--- config.mk ---
export PLATFORM = sky130hd
export DESIGN_NAME = huc6261_cp_loader_flat
export DESIGN_NICKNAME = d
export VERILOG_FILES = /design/src/rtl/huc6261_cp_loader_if.sv /design/src/rtl/huc6261_cp_loader.sv /design/src/flat_wrapper.sv
export SDC_FILE = /design/constraint.sdc
export NUM_CORES = 1
export LEC_CHECK = 0
export CAP_MARGIN = 20
export CORE_UTILIZATION = 30
export CTS_BUF_LIST = sky130_fd_sc_hd__clkbuf_4
export CTS_CLUSTER_SIZE = 40
export DETAILED_ROUTE_END_ITERATION = 8
export PLACE_DENSITY = 0.55
export SYNTH_ARGS = -nofsm -noshare
export SYNTH_HDL_FRONTEND = slang
export SYNTH_SLANG_ARGS = --single-unit
--- constraint.sdc ---
create_clock -name CLK -period 1.85 [get_ports CLK]
set_input_delay 0.185 -clock CLK [delete_from_list [all_inputs] [get_ports CLK]]
set_output_delay 0.185 -clock CLK [all_outputs]
set_load 0.005 [all_outputs]
--- src/rtl/huc6261_cp_loader_if.sv ---
// Signal bundle between the CP loader, its controller/word source and the palette bus.
interface huc6261_cp_loader_if;
    logic        CE;
    logic        START;
    logic [8:0]  BASE;
    logic [9:0]  COUNT;
    logic        ABORT;
    logic [15:0] SRC_DATA;
    logic        SRC_VALID;
    logic        SRC_READY;
    logic        BUSY;
    logic        DONE;
    logic [8:0]  ADDR;
    logic        CSn;
    logic        WRn;
    logic        RDn;
    logic        A2;
    logic [15:0] DO;

    modport master (
        output CE, START, BASE, COUNT, ABORT, SRC_DATA, SRC_VALID,
        input  SRC_READY, BUSY, DONE, ADDR, CSn, WRn, RDn, A2, DO
    );

    modport slave (
        input  CE, START, BASE, COUNT, ABORT, SRC_DATA, SRC_VALID,
        output SRC_READY, BUSY, DONE, ADDR, CSn, WRn, RDn, A2, DO
    );
endinterface

--- src/rtl/huc6261_cp_loader.sv ---
// Uploads a block of palette words through the HuC6261 address/data register pair,
// separating every bus write with a fixed number of idle clock-enabled cycles.
module huc6261_cp_loader #(
    parameter int GAP_CYCLES = 2
) (
    input  logic               CLK,
    input  logic               RES,
    huc6261_cp_loader_if.slave bus
);
    typedef enum logic [2:0] {
        IDLE, SEL_CPA, WR_CPA, SEL_CPD, WAIT_DATA, WR_DATA, GAP, FIN
    } state_t;

    localparam logic [2:0] GAP_LAST = 3'(GAP_CYCLES - 1);

    state_t      r_state;
    state_t      r_ret;
    logic [2:0]  r_gap;
    logic [8:0]  r_addr;
    logic [9:0]  r_remain;
    logic        r_csn;
    logic        r_wrn;
    logic        r_a2;
    logic        r_done;
    logic [15:0] r_do;
    state_t      w_gap_target;

    // An abort seen during a gap redirects the pending return to FIN.
    assign w_gap_target  = bus.ABORT ? FIN : r_ret;

    assign bus.SRC_READY = (r_state == WAIT_DATA) && !bus.ABORT;
    assign bus.BUSY      = (r_state != IDLE) && (r_state != FIN);
    assign bus.DONE      = r_done;
    assign bus.ADDR      = r_addr;
    assign bus.CSn       = r_csn;
    assign bus.WRn       = r_wrn;
    assign bus.RDn       = 1'b1;
    assign bus.A2        = r_a2;
    assign bus.DO        = r_do;

    always_ff @(posedge CLK or posedge RES) begin
        if (RES) begin
            r_state  <= IDLE;
            r_ret    <= IDLE;
            r_gap    <= '0;
            r_addr   <= '0;
            r_remain <= '0;
            r_csn    <= 1'b1;
            r_wrn    <= 1'b1;
            r_a2     <= 1'b0;
            r_do     <= '0;
            r_done   <= 1'b0;
        end else if (bus.CE) begin
            case (r_state)
                IDLE: begin
                    if (bus.START) begin
                        if (bus.COUNT != '0) begin
                            r_addr   <= bus.BASE;
                            r_remain <= bus.COUNT;
                            r_csn    <= 1'b0;
                            r_wrn    <= 1'b0;
                            r_a2     <= 1'b0;
                            r_do     <= 16'h0001;
                            r_state  <= SEL_CPA;
                        end else begin
                            r_done   <= 1'b1;
                            r_state  <= FIN;
                        end
                    end
                end

                // Each write state is exactly one strobe cycle, always followed by a gap.
                SEL_CPA, WR_CPA, SEL_CPD, WR_DATA: begin
                    r_csn   <= 1'b1;
                    r_wrn   <= 1'b1;
                    r_gap   <= GAP_LAST;
                    r_state <= GAP;
                    if (bus.ABORT) begin
                        r_ret <= FIN;
                    end else begin
                        case (r_state)
                            SEL_CPA: r_ret <= WR_CPA;
                            WR_CPA:  r_ret <= SEL_CPD;
                            SEL_CPD: r_ret <= WAIT_DATA;
                            default: r_ret <= (r_remain > 10'd1) ? WAIT_DATA : FIN;
                        endcase
                    end
                    if (r_state == WR_DATA) begin
                        r_addr   <= r_addr + 9'd1;
                        r_remain <= r_remain - 10'd1;
                    end
                end

                WAIT_DATA: begin
                    if (bus.ABORT) begin
                        r_done  <= 1'b1;
                        r_state <= FIN;
                    end else if (bus.SRC_VALID) begin
                        r_csn   <= 1'b0;
                        r_wrn   <= 1'b0;
                        r_a2    <= 1'b1;
                        r_do    <= bus.SRC_DATA;
                        r_state <= WR_DATA;
                    end
                end

                GAP: begin
                    if (r_gap != '0) begin
                        r_gap <= r_gap - 3'd1;
                        if (bus.ABORT) r_ret <= FIN;
                    end else begin
                        r_state <= w_gap_target;
                        case (w_gap_target)
                            WR_CPA: begin
                                r_csn <= 1'b0;
                                r_wrn <= 1'b0;
                                r_a2  <= 1'b1;
                                r_do  <= {7'b0, r_addr};
                            end
                            SEL_CPD: begin
                                r_csn <= 1'b0;
                                r_wrn <= 1'b0;
                                r_a2  <= 1'b0;
                                r_do  <= 16'h0002;
                            end
                            FIN:     r_done <= 1'b1;
                            default: ;
                        endcase
                    end
                end

                FIN: begin
                    r_done  <= 1'b0;
                    r_state <= IDLE;
                end

                default: r_state <= IDLE;
            endcase
        end
    end
endmodule

--- src/flat_wrapper.sv ---
// flat-port wrapper written by rule: the top's interface ports become plain ports
module huc6261_cp_loader_flat 
#(
    parameter int GAP_CYCLES = 2
)
  (CLK, RES, bus_CE, bus_START, bus_BASE, bus_COUNT, bus_ABORT, bus_SRC_DATA, bus_SRC_VALID, bus_SRC_READY, bus_BUSY, bus_DONE, bus_ADDR, bus_CSn, bus_WRn, bus_RDn, bus_A2, bus_DO);
  huc6261_cp_loader_if bus_i ();
  input  logic CLK;
  input  logic RES;
  input wire logic [$bits(bus_i.CE)-1:0] bus_CE;
  input wire logic [$bits(bus_i.START)-1:0] bus_START;
  input wire logic [$bits(bus_i.BASE)-1:0] bus_BASE;
  input wire logic [$bits(bus_i.COUNT)-1:0] bus_COUNT;
  input wire logic [$bits(bus_i.ABORT)-1:0] bus_ABORT;
  input wire logic [$bits(bus_i.SRC_DATA)-1:0] bus_SRC_DATA;
  input wire logic [$bits(bus_i.SRC_VALID)-1:0] bus_SRC_VALID;
  output wire logic [$bits(bus_i.SRC_READY)-1:0] bus_SRC_READY;
  output wire logic [$bits(bus_i.BUSY)-1:0] bus_BUSY;
  output wire logic [$bits(bus_i.DONE)-1:0] bus_DONE;
  output wire logic [$bits(bus_i.ADDR)-1:0] bus_ADDR;
  output wire logic [$bits(bus_i.CSn)-1:0] bus_CSn;
  output wire logic [$bits(bus_i.WRn)-1:0] bus_WRn;
  output wire logic [$bits(bus_i.RDn)-1:0] bus_RDn;
  output wire logic [$bits(bus_i.A2)-1:0] bus_A2;
  output wire logic [$bits(bus_i.DO)-1:0] bus_DO;
  assign bus_i.CE = bus_CE;
  assign bus_i.START = bus_START;
  assign bus_i.BASE = bus_BASE;
  assign bus_i.COUNT = bus_COUNT;
  assign bus_i.ABORT = bus_ABORT;
  assign bus_i.SRC_DATA = bus_SRC_DATA;
  assign bus_i.SRC_VALID = bus_SRC_VALID;
  assign bus_SRC_READY = bus_i.SRC_READY;
  assign bus_BUSY = bus_i.BUSY;
  assign bus_DONE = bus_i.DONE;
  assign bus_ADDR = bus_i.ADDR;
  assign bus_CSn = bus_i.CSn;
  assign bus_WRn = bus_i.WRn;
  assign bus_RDn = bus_i.RDn;
  assign bus_A2 = bus_i.A2;
  assign bus_DO = bus_i.DO;
  huc6261_cp_loader #(.GAP_CYCLES(GAP_CYCLES)) u_core (.CLK(CLK), .RES(RES), .bus(bus_i));
endmodule
==> metrics, run 1 <==
status=finished, violations left; failing checks=setup timing; Crit path largest cell delay=between 0.5 and 0.6 ns; # port buffers=between 70 and 80; clock latency of the later-clocked register in the worst-skew pair=around 0.37 ns; average size of a mapped cell=about 9.0 um^2; CP cell instances=or4_4 > or4_4 > nor3_4 > a31oi_1 > a2bb2oi_1; std cell rows=34; number of enable-type register cells in the synthesized netlist=0; post-synthesis cell type count=54; worst reg-to-reg path cell count=5; final worst path period need=about 1.9 ns; GRT Overall Usage=0.179; via count of the first global-routing pass=2763; start point of the critical path=u_core.r_remain[6]; number of search-and-repair iterations in the first detailed-routing pass=4; net count after synthesis=between 300 and 400; DP HPWL=6040 um; Antenna diodes=0; layout cells sized above 1=0.263; overall power=between 0.006 and 0.007 W; post-synthesis cell area=around 2800 um^2; R2R Setup Slk=-0.05 ns; maximum level of the CTS H-tree=2; ys async rst share=1.00; largest net degree at the start of global routing=48; number of synthesized register bits=47; Ys Warns=0; startpoint kind of the worst setup timing path=register; final setup violation count=8; number of top-level design ports=73; Hold WS=0.135 ns; worst path arrival time=2.16 ns; CTS buffer count=5; largest fanout on the critical path=2; DRC violation count after routing=0; worst voltage drop across the vdd grid=0.578 mV; CTS tree=built; Via Count=between 2000 and 3000; class of the most critical setup path=register to register; Die Footprint=9740 um^2; fin crit share=1.03; FMAX=roughly 530 MHz; Critical-path top delay cell=or4_4; number of nets at the end of the flow=between 400 and 500; clock slew at the register clock pins of the worst setup and hold paths=approximately 0.15 ns; number of DRC violations after detailed-routing iteration 0=165; buffer depth of the longest clock path=2; PD cells=about 1600 nW/um^2; via density per instance=between 5 and 6; TritonCTS sink count=47; Hold Vio Cnt, Final=0; critical path capture point=u_core.r_remain[9]; first-pass GRT wire length=around 14000 um; Root Buffer Master=clkbuf_4; fin. max-slew vios=0; setup repair after global routing missed its margin=yes; count of max-cap constraint violations=0; routability cong.=between 0.8 and 0.9; Worst R2R Start=u_core.r_remain[6]; CP most frequent cell=or4_4; Core Region=8890 um^2; P&R area growth vs syn=54.7%; die outline width=a little under 100 um; number of antenna violations at the first check in global routing=0; Vert. Die Dim=98.7 um; GR Overflow Total=0; Leakage Power=~1.9 nW; end of the worst register-to-register path=u_core.r_remain[9]; initial core utilization=0.315; setup ws final=-0.0514 ns; primary flip-flop cell chosen by synthesis mapping=dfrtp_1; Synth Instances=313; area after detailed placement=4020 um^2; clock skew=just over 0.01 ns; final routed wire length divided by cell count=15.8 um; worst hold path class=primary input to async pin; design area=around 4300 um^2; total length of routed wires=approximately 8600 um; cts hold-fix bufs=0; number of nets with antenna violations after detailed routing=0; element type at the critical path end=register; CP Data Required Time=between 2 and 2.5 ns; sequential element share of the synthesized area=0.420
## how the worst min path moves through the flow
stage / start / endpoint / slack [ns] / cells after the start
after floorplan: bus_SRC_DATA[10] / u_core.bus.DO[10] / 0.32 / 2
after global placement: u_core.bus.DO[0] / u_core.bus.DO[0] / 0.48 / 1
after detailed placement: u_core.bus.DO[0] / u_core.bus.DO[0] / 0.48 / 1
after CTS: RES / u_core.r_gap[0] / 0.16 / 3
after global routing: RES / u_core.bus.DO[10] / 0.18 / 3
final: RES / u_core.r_gap[0] / 0.14 / 3
## power breakdown
| part | internal, W | switching [W] | leakage [nW] |
|---|---|---|---|
| Sequential | 0.00149 | 0.000499 | 0.562 |
| Combinational | 0.00232 | 0.00201 | 1.24 |
| Clock | 0.000285 | 0.000364 | 0.0452 |
| Total | 0.00410 | 0.00287 | 1.85 |
## kinds of logic after synthesis
| logic type | synth area share |
|---|---|
| AND/OR/NAND/NOR | 0.200 |
| AO/OA/AOI/OAI | 0.219 |
| flip-flops | 0.420 |
| buffers and inverters | 0.0549 |
| multiplexers | 0.0830 |
| adder cells (fa/ha/maj) | 0.0223 |
| other | 0.00134 |
## Yosys cell counts, drive strengths merged, types with 2 or more instances
library cell,count,area share
and2,2,0.0045
a22oi,2,0.0054
nand2b,7,0.016
nor2,27,0.036
mux2,10,0.040
ha,5,0.022
a21boi,2,0.0054
a22o,7,0.022
or4,3,0.0094
nor2b,5,0.011
nor3,7,0.018
inv,17,0.023
nand4,4,0.014
buf,10,0.021
nand3,10,0.018
a211oi,2,0.0054
o21ai,23,0.041
a31oi,8,0.018
nor4,4,0.014
a2bb2oi,5,0.018
o32a,3,0.012
o22ai,4,0.0089
mux2i,12,0.043
dfrtp,46,0.41
a21oi,29,0.053
nand2,36,0.048
clkbuf,8,0.011
## placed cells by master, fill, tap and decap left out, drive strengths merged, types with 8 or more instances in the layout
cell type,n
clkdlybuf4s50,69
buf,63
dfrtp,46
nand2,36
a21oi,29
nor2,27
o21ai,23
inv,17
mux2i,12
nand3,10
mux2,10
a31oi,8
## per-stage QoR
stage,setup WS [ns],TNS (ns),util,instances
after floorplan,0.0125,0,-,313
after global placement,-0.320,-7.18,0.453,529
after detailed placement,-0.330,-7.70,0.453,529
after CTS,-0.0503,-0.340,0.469,542
after global routing,-0.0822,-1.16,0.488,546
final,-0.0514,-0.276,0.488,546
## sequential cells by signal (all words and copies together), names as in the netlist
signal / flops
u_core.bus.WRn: 1
u_core.bus.ADDR: 9
u_core.bus.DONE: 1
u_core.bus.A2: 1
u_core.r_ret: 3
u_core.r_remain: 10
u_core.r_state: 3
u_core.r_gap: 3
u_core.bus.DO: 16
## cell type report
type / instances / area [um^2]
Multi-Input combinational cell: 232 / 1630
Inverter: 17 / 63.8
Tap cell: 108 / 135
Fill cell: 855 / 4550
Clock inverter: 3 / 43.8
Timing Repair Buffer: 134 / 1250
Sequential cell: 47 / 1180
Clock buffer: 5 / 37.5
## critical path: cells and delay by family (launching register included)
kind            cells  cell delay [ns]
compound gates      2             0.23
simple gates        3             1.16
flops               1             0.41
## layer usage
layer | GRT usage | vias up | wire (um)
li1 | - | 1375 | -
met1 | 0.244 | 1367 | 3910
met2 | 0.306 | 74 | 4290
met3 | 0.0277 | 4 | 371
met4 | 0.0310 | 0 | 46
met5 | 0 | - | 0
## repair_timing
item | 4_1_cts | 5_1_grt
gates cloned | 0 | 1
resized for setup | 11 | 35
buffers inserted | 5 | 4
setup endpoints to repair | 14 | 42
pin swaps | 1 | 7
No activity file was read; power rests on OpenSTA's default activity.
==> run 2: changes to the inputs <==
HOLD_SLACK_MARGIN = 0.1   (was not set)
clock period = 1.7 ns   (was 1.85 ns; I/O delays follow)
==> metrics, run 2 (synthesized netlist as in run 1, its figures left out) <==
portion of total power attributed to combinational logic=0.651 (+0.030); Hold Vio Cnt, Final=0 (unchanged); startpoint kind of the worst setup timing path=register; count of placed standard cells in the final layout, fillers left out=570 (+4.4%); CTS buffer count=5 (unchanged); clock latency of the later-clocked register in the worst-skew pair=0.38 ns (about the same); worst voltage drop across the vdd grid=0.686 mV (+19%); CP most frequent cell=or4_4; worst reg-to-reg path cell count=5 (unchanged); final routed wire length divided by cell count=16.0 um (+1.4%); Hold Path Sink=u_core.bus.DO[12]; CP cell instances=or4_4 > or4_4 > nor3_4 > a31oi_1 > a2bb2oi_1; DP HPWL=6220 um (+3.0%); Worst Setup Slack post-DPL=-0.582 ns (-0.251 ns); Pint=0.00485 W (+18%); largest net degree at the start of global routing=24 (-50%); count of buffer and inverter cells on the critical path=0 (unchanged); PD cells=1770 nW/um^2 (+10%); setup ws final=-0.203 ns (-0.152 ns); setup_tns=-4.04 ns (-3.76 ns); layout cells sized above 1=0.355 (+0.0924); setup repair after global routing missed its margin=yes; final worst path period need=1.90 ns (+0.00191 ns); initial core utilization=0.315 (unchanged); first-pass GRT wire length=14700 um (+5.9%); P&R area growth vs syn=66.8%; number of DRC violations after detailed-routing iteration 0=157 (-4.8%); Antenna diodes=0 (unchanged); final setup violation count=38 (+30); fraction of the core area covered by cells at the end of the flow=0.526 (+0.0381); element type at the critical path end=register; net switching power=0.00343 W (+19%); Critical-path top delay cell=or4_4; TritonCTS sink count=47 (unchanged); CP delay by family, top=simple AND/OR/NAND/NOR gates; end of the worst register-to-register path=u_core.r_remain[9]; placed cell count=541 (+2.3%); Worst R2R Start=u_core.r_remain[6]; fin. max-slew vios=0 (unchanged); max reg flops=16 (unchanged); GR Overflow Total=0 (unchanged); GRT Overall Usage=0.189 (+0.00953); buffer depth of the longest clock path=2 (unchanged); CP Data Required Time=1.98 ns (-0.13 ns); routability cong.=0.858 (+3.4%); FMAX=525 MHz (-0.10%); count of max-cap constraint violations=0 (unchanged); clock slew at the register clock pins of the worst setup and hold paths=0.17 ns (+0.02 ns); Via Count=2944 (+4.4%); number of top-level design ports=73 (unchanged); proportion of total power due to net switching=0.414 (+0.00183); Vert. Die Dim=98.7 um (unchanged); Die Footprint=9740 um^2 (unchanged); number of antenna violations at the first check in global routing=0 (unchanged); worst hold path class=primary input to register; Core Region=8890 um^2 (unchanged); Clock Power Share=0.089 (-0.004); number of nets at the end of the flow=507 (+5.0%); via count of the first global-routing pass=2883 (+4.3%); failing checks=setup timing; start point of the critical path=u_core.r_remain[6]; Leakage Power=2.01 nW (+8.6%); most common cell after layout, fill and taps aside=clkdlybuf4s50_1; worst path arrival time=2.18 ns (+0.02 ns); clock skew=0.0145 ns (+0.00423 ns); status=finished, violations left; std cell rows=34 (unchanged); sequential share of power=0.259 (-0.027); maximum level of the CTS H-tree=2 (unchanged); Crit path largest cell delay=0.53 ns (about the same); largest fanout on the critical path=2 (unchanged); R2R Setup Slk=-0.20 ns (-0.15 ns); number of search-and-repair iterations in the first detailed-routing pass=4 (unchanged); die outline width=98.7 um (unchanged); cell depth of the worst min-delay path=3; class of the most critical setup path=register to register; Root Buffer Master=clkbuf_4; number of nets with antenna violations after detailed routing=0 (unchanged); beginning of the worst hold path=bus_SRC_DATA[12]; via density per instance=5.16 (about the same); DRC violation count after routing=0 (unchanged); CTS tree=built; fin crit share=1.12 (+0.0918); most frequent cells in the layout=clkdlybuf4s50_1, buf_4, dfrtp_1, nand2_1, nor2_1; total length of routed wires=9130 um (+5.8%); # port buffers=71 (unchanged)
[run 2: cell count changes in the layout (fill, tap and decap cells not counted), moves of 3 or more]
cell	change
a21oi_1	-8
mux2_2	-5
buf_4	+13
a21oi_2	+6
o21ai_2	+6
buf_6	+9
o21ai_0	-6
mux2_4	+5
nand2_1	-3
[run 2: power by group through the flow]
stage          sequential [W]  combinational [W]  clock [W]
6_report              0.00215            0.00539   0.000738
5_1_grt               0.00223            0.00585   0.000809
4_1_cts               0.00212            0.00492   0.000769
3_5_place_dp          0.00216            0.00427          0
3_3_place_gp          0.00215            0.00422          0
2_1_floorplan         0.00206            0.00229          0
[run 2: worst max-delay path by stage]
stage / end / slack (ns) / cells after the start
global route: u_core.r_ret[1] / -0.26 / 4
detailed placement: u_core.bus.DO[11] / -0.58 / 7
CTS: u_core.r_remain[9] / -0.21 / 5
floorplan: u_core.r_remain[9] / -0.13 / 5
global placement: u_core.bus.DO[13] / -0.51 / 7
finish: u_core.r_remain[9] / -0.20 / 5
[run 2: metal layers]
metal / wire (um) / GRT usage / vias up
li1: - / - / 1428
met1: 4170 / 0.266 / 1415
met2: 4410 / 0.303 / 91
met3: 445 / 0.0248 / 10
met4: 102 / 0.0551 / 0
met5: 0 / 0 / -
[run 2: cell type report]
| cell class | instances | area, um^2 |
|---|---|---|
| Timing Repair Buffer | 157 | 1450 |
| Inverter | 17 | 63.8 |
| Clock inverter | 3 | 47.5 |
| Sequential cell | 47 | 1180 |
| Fill cell | 818 | 4220 |
| Multi-Input combinational cell | 233 | 1770 |
| Clock buffer | 5 | 37.5 |
| Tap cell | 108 | 135 |
[run 2: through the flow]
| stage | hold slack (ns) | cell area (um^2) | power, W |
|---|---|---|---|
| after floorplan | 0.304 | 2830 | 0.00435 |
| after global placement | 0.476 | 4110 | 0.00638 |
| after detailed placement | 0.484 | 4110 | 0.00644 |
| after CTS | 0.299 | 4480 | 0.00781 |
| after global routing | 0.296 | 4680 | 0.00888 |
| final | 0.313 | 4680 | 0.00827 |
[run 2: timing repair]
| item | CTS | global route |
|---|---|---|
| setup endpoints to repair | 43 | 49 |
| setup buffers | 10 | 6 |
| hold buffers | 1 | 0 |
| pin swaps | 12 | 10 |
| gates resized for setup | 54 | 48 |
| hold endpoints to repair | 11 | 0 |
| gates cloned | 3 | 1 |
[run 2: worst min-delay path: cells and delay by family]
kind	cells	cell delay, ns
muxes	1	0.05
buffers and inverters	1	0.40
and+or+nand+nor	1	0.06
==> run 3: changes to the inputs <==
MAX_ROUTING_LAYER = met4   (was not set)
==> metrics, run 3 (synthesized netlist as in run 1, its figures left out) <==
status=finished, violations left; failing checks=setup timing; first-pass GRT wire length=14700 um (+0.18%); fin. max-slew vios=0 (unchanged); most frequent cells in the layout=clkdlybuf4s50_1, buf_4, dfrtp_1, nand2_1, nor2_1; TritonCTS sink count=47 (unchanged); GRT Overall Usage=0.195 (+0.00610); overall power=0.00827 W (about the same); fill cell count=818 (unchanged); count of max-cap constraint violations=0 (unchanged); maximum level of the CTS H-tree=2 (unchanged); element type at the critical path end=register; DP HPWL=6220 um (unchanged); met2 Use GR=0.303 (-0.000542); largest net degree at the start of global routing=24 (unchanged); std cell rows=34 (unchanged); number of search-and-repair iterations in the first detailed-routing pass=4 (unchanged); via density per instance=5.17 (about the same); Leakage Power=2.01 nW (unchanged); fin crit share=1.12 (about the same); clock skew=0.0125 ns (-0.00206 ns); clock slew at the register clock pins of the worst setup and hold paths=0.16 ns (about the same); DRC violation count after routing=0 (unchanged); number of nets with antenna violations after detailed routing=0 (unchanged); CP Data Required Time=1.98 ns (about the same); worst path arrival time=2.18 ns (about the same); number of top-level design ports=73 (unchanged); Worst Setup Slack post-DPL=-0.582 ns (unchanged); setup repair after global routing missed its margin=yes; Via Count=2945 (+0.034%); Core Region=8890 um^2 (unchanged); final worst path period need=1.90 ns (-0.00179 ns); Vert. Die Dim=98.7 um (unchanged); class of the most critical setup path=register to register; max reg flops=16 (unchanged); P&R area growth vs syn=66.8% (unchanged); initial core utilization=0.315 (unchanged); largest fanout on the critical path=2 (unchanged); Hold WS=0.312 ns (-0.00137 ns); CTS buffer count=5 (unchanged); clock latency of the later-clocked register in the worst-skew pair=0.38 ns (about the same); number of nets at the end of the flow=507 (unchanged); worst hold path class=primary input to register; footprint of the multi-input gates=1770 um^2 (unchanged); startpoint kind of the worst setup timing path=register; worst voltage drop across the vdd grid=0.683 mV (-0.41%); Root Buffer Master=clkbuf_4; setup_tns=-3.98 ns (+0.0570 ns); final setup violation count=37 (-2.6%); routability cong.=0.871 (+1.6%); # port buffers=71 (unchanged); most common cell after layout, fill and taps aside=clkdlybuf4s50_1; setup ws final=-0.202 ns (+0.00179 ns); layout cells sized above 1=0.355 (unchanged); die outline width=98.7 um (unchanged); number of antenna violations at the first check in global routing=0 (unchanged); met1 global-route usage=0.269 (+0.00268); met3 track demand over resource=0.0227 (-0.00213); GR Overflow Total=0 (unchanged); FMAX=526 MHz (about the same); PD cells=1770 nW/um^2 (about the same); buffer depth of the longest clock path=2 (unchanged); number of DRC violations after detailed-routing iteration 0=153 (-2.5%); sequential standard cell area=1180 um^2 (unchanged); CTS tree=built; final routed wire length divided by cell count=16.0 um (-0.11%); total length of routed wires=9120 um (-0.11%); Hold Vio Cnt, Final=0 (unchanged); Antenna diodes=0 (unchanged); Die Footprint=9740 um^2 (unchanged); via count of the first global-routing pass=2877 (-0.21%); most crowded layer after global routing=met2
## run 3: cell counts in the layout (fill, tap and decap cells not counted)
No cell type changed its count.
## run 3: power by group
| group | internal [W] | switching (W) |
|---|---|---|
| clock network | 0.000318 | 0.000422 |
| logic | 0.00290 | 0.00248 |
| registers | 0.00163 | 0.000519 |
## run 3: final cells by class
class,count,share of cell area
multi-input cells,233,0.378
repair buffers,157,0.309
flip-flops and latches,47,0.252
well taps,108,0.0289
inverters,17,0.0136
clock inverters,3,0.0102
clock buffers,5,0.00803
## run 3: routing by layer
layer,share of wire,vias to the layer above
met5,0,-
met4,0.012,0
met3,0.042,10
met2,0.48,82
met1,0.46,1422
li1,-,1431
## run 3: path summary, 6_finish.rpt
| check | startpoint | endpoint | slack [ns] | depth (start not counted) |
|---|---|---|---|---|
| min | bus_SRC_DATA[12] | u_core.bus.DO[12] | 0.31 | 3 |
| min in group asynchronous | RES | u_core.r_state[1] | 0.62 | 3 |
| max | u_core.r_remain[6] | u_core.r_remain[9] | -0.20 | 5 |
| max in group asynchronous | RES | u_core.r_remain[2] | 0.58 | 4 |
| max reg2reg | u_core.r_remain[6] | u_core.r_remain[9] | -0.20 | 5 |
| min reg2reg | u_core.bus.DO[10] | u_core.bus.DO[10] | 0.53 | 2 |
## run 3: timing repair
item	in CTS	in global routing
resized for setup	54	48
pin swaps	12	10
endpoints found under the hold margin	11	0
endpoints found under the setup margin	43	49
hold buffers	1	0
setup buffers	10	6
gates cloned	3	1
## run 3: metrics by stage
| step | instance area [um^2] | std cells | utilization |
|---|---|---|---|
| 6_report | 4680 | 570 | 0.526 |
| 3_5_place_dp | 4110 | 541 | 0.462 |
| 3_3_place_gp | 4110 | 541 | 0.462 |
| 5_1_grt | 4680 | 570 | 0.526 |
| 4_1_cts | 4480 | 563 | 0.504 |
| 2_1_floorplan | 2830 | 313 | - |
## run 3: worst max-delay path, stage by stage (launching register included)
cell	delay (ns)
dfrtp_1	0.41
or4_4	0.53
or4_4	0.47
nor3_4	0.15
a31oi_1	0.10
a2bb2oi_1	0.13
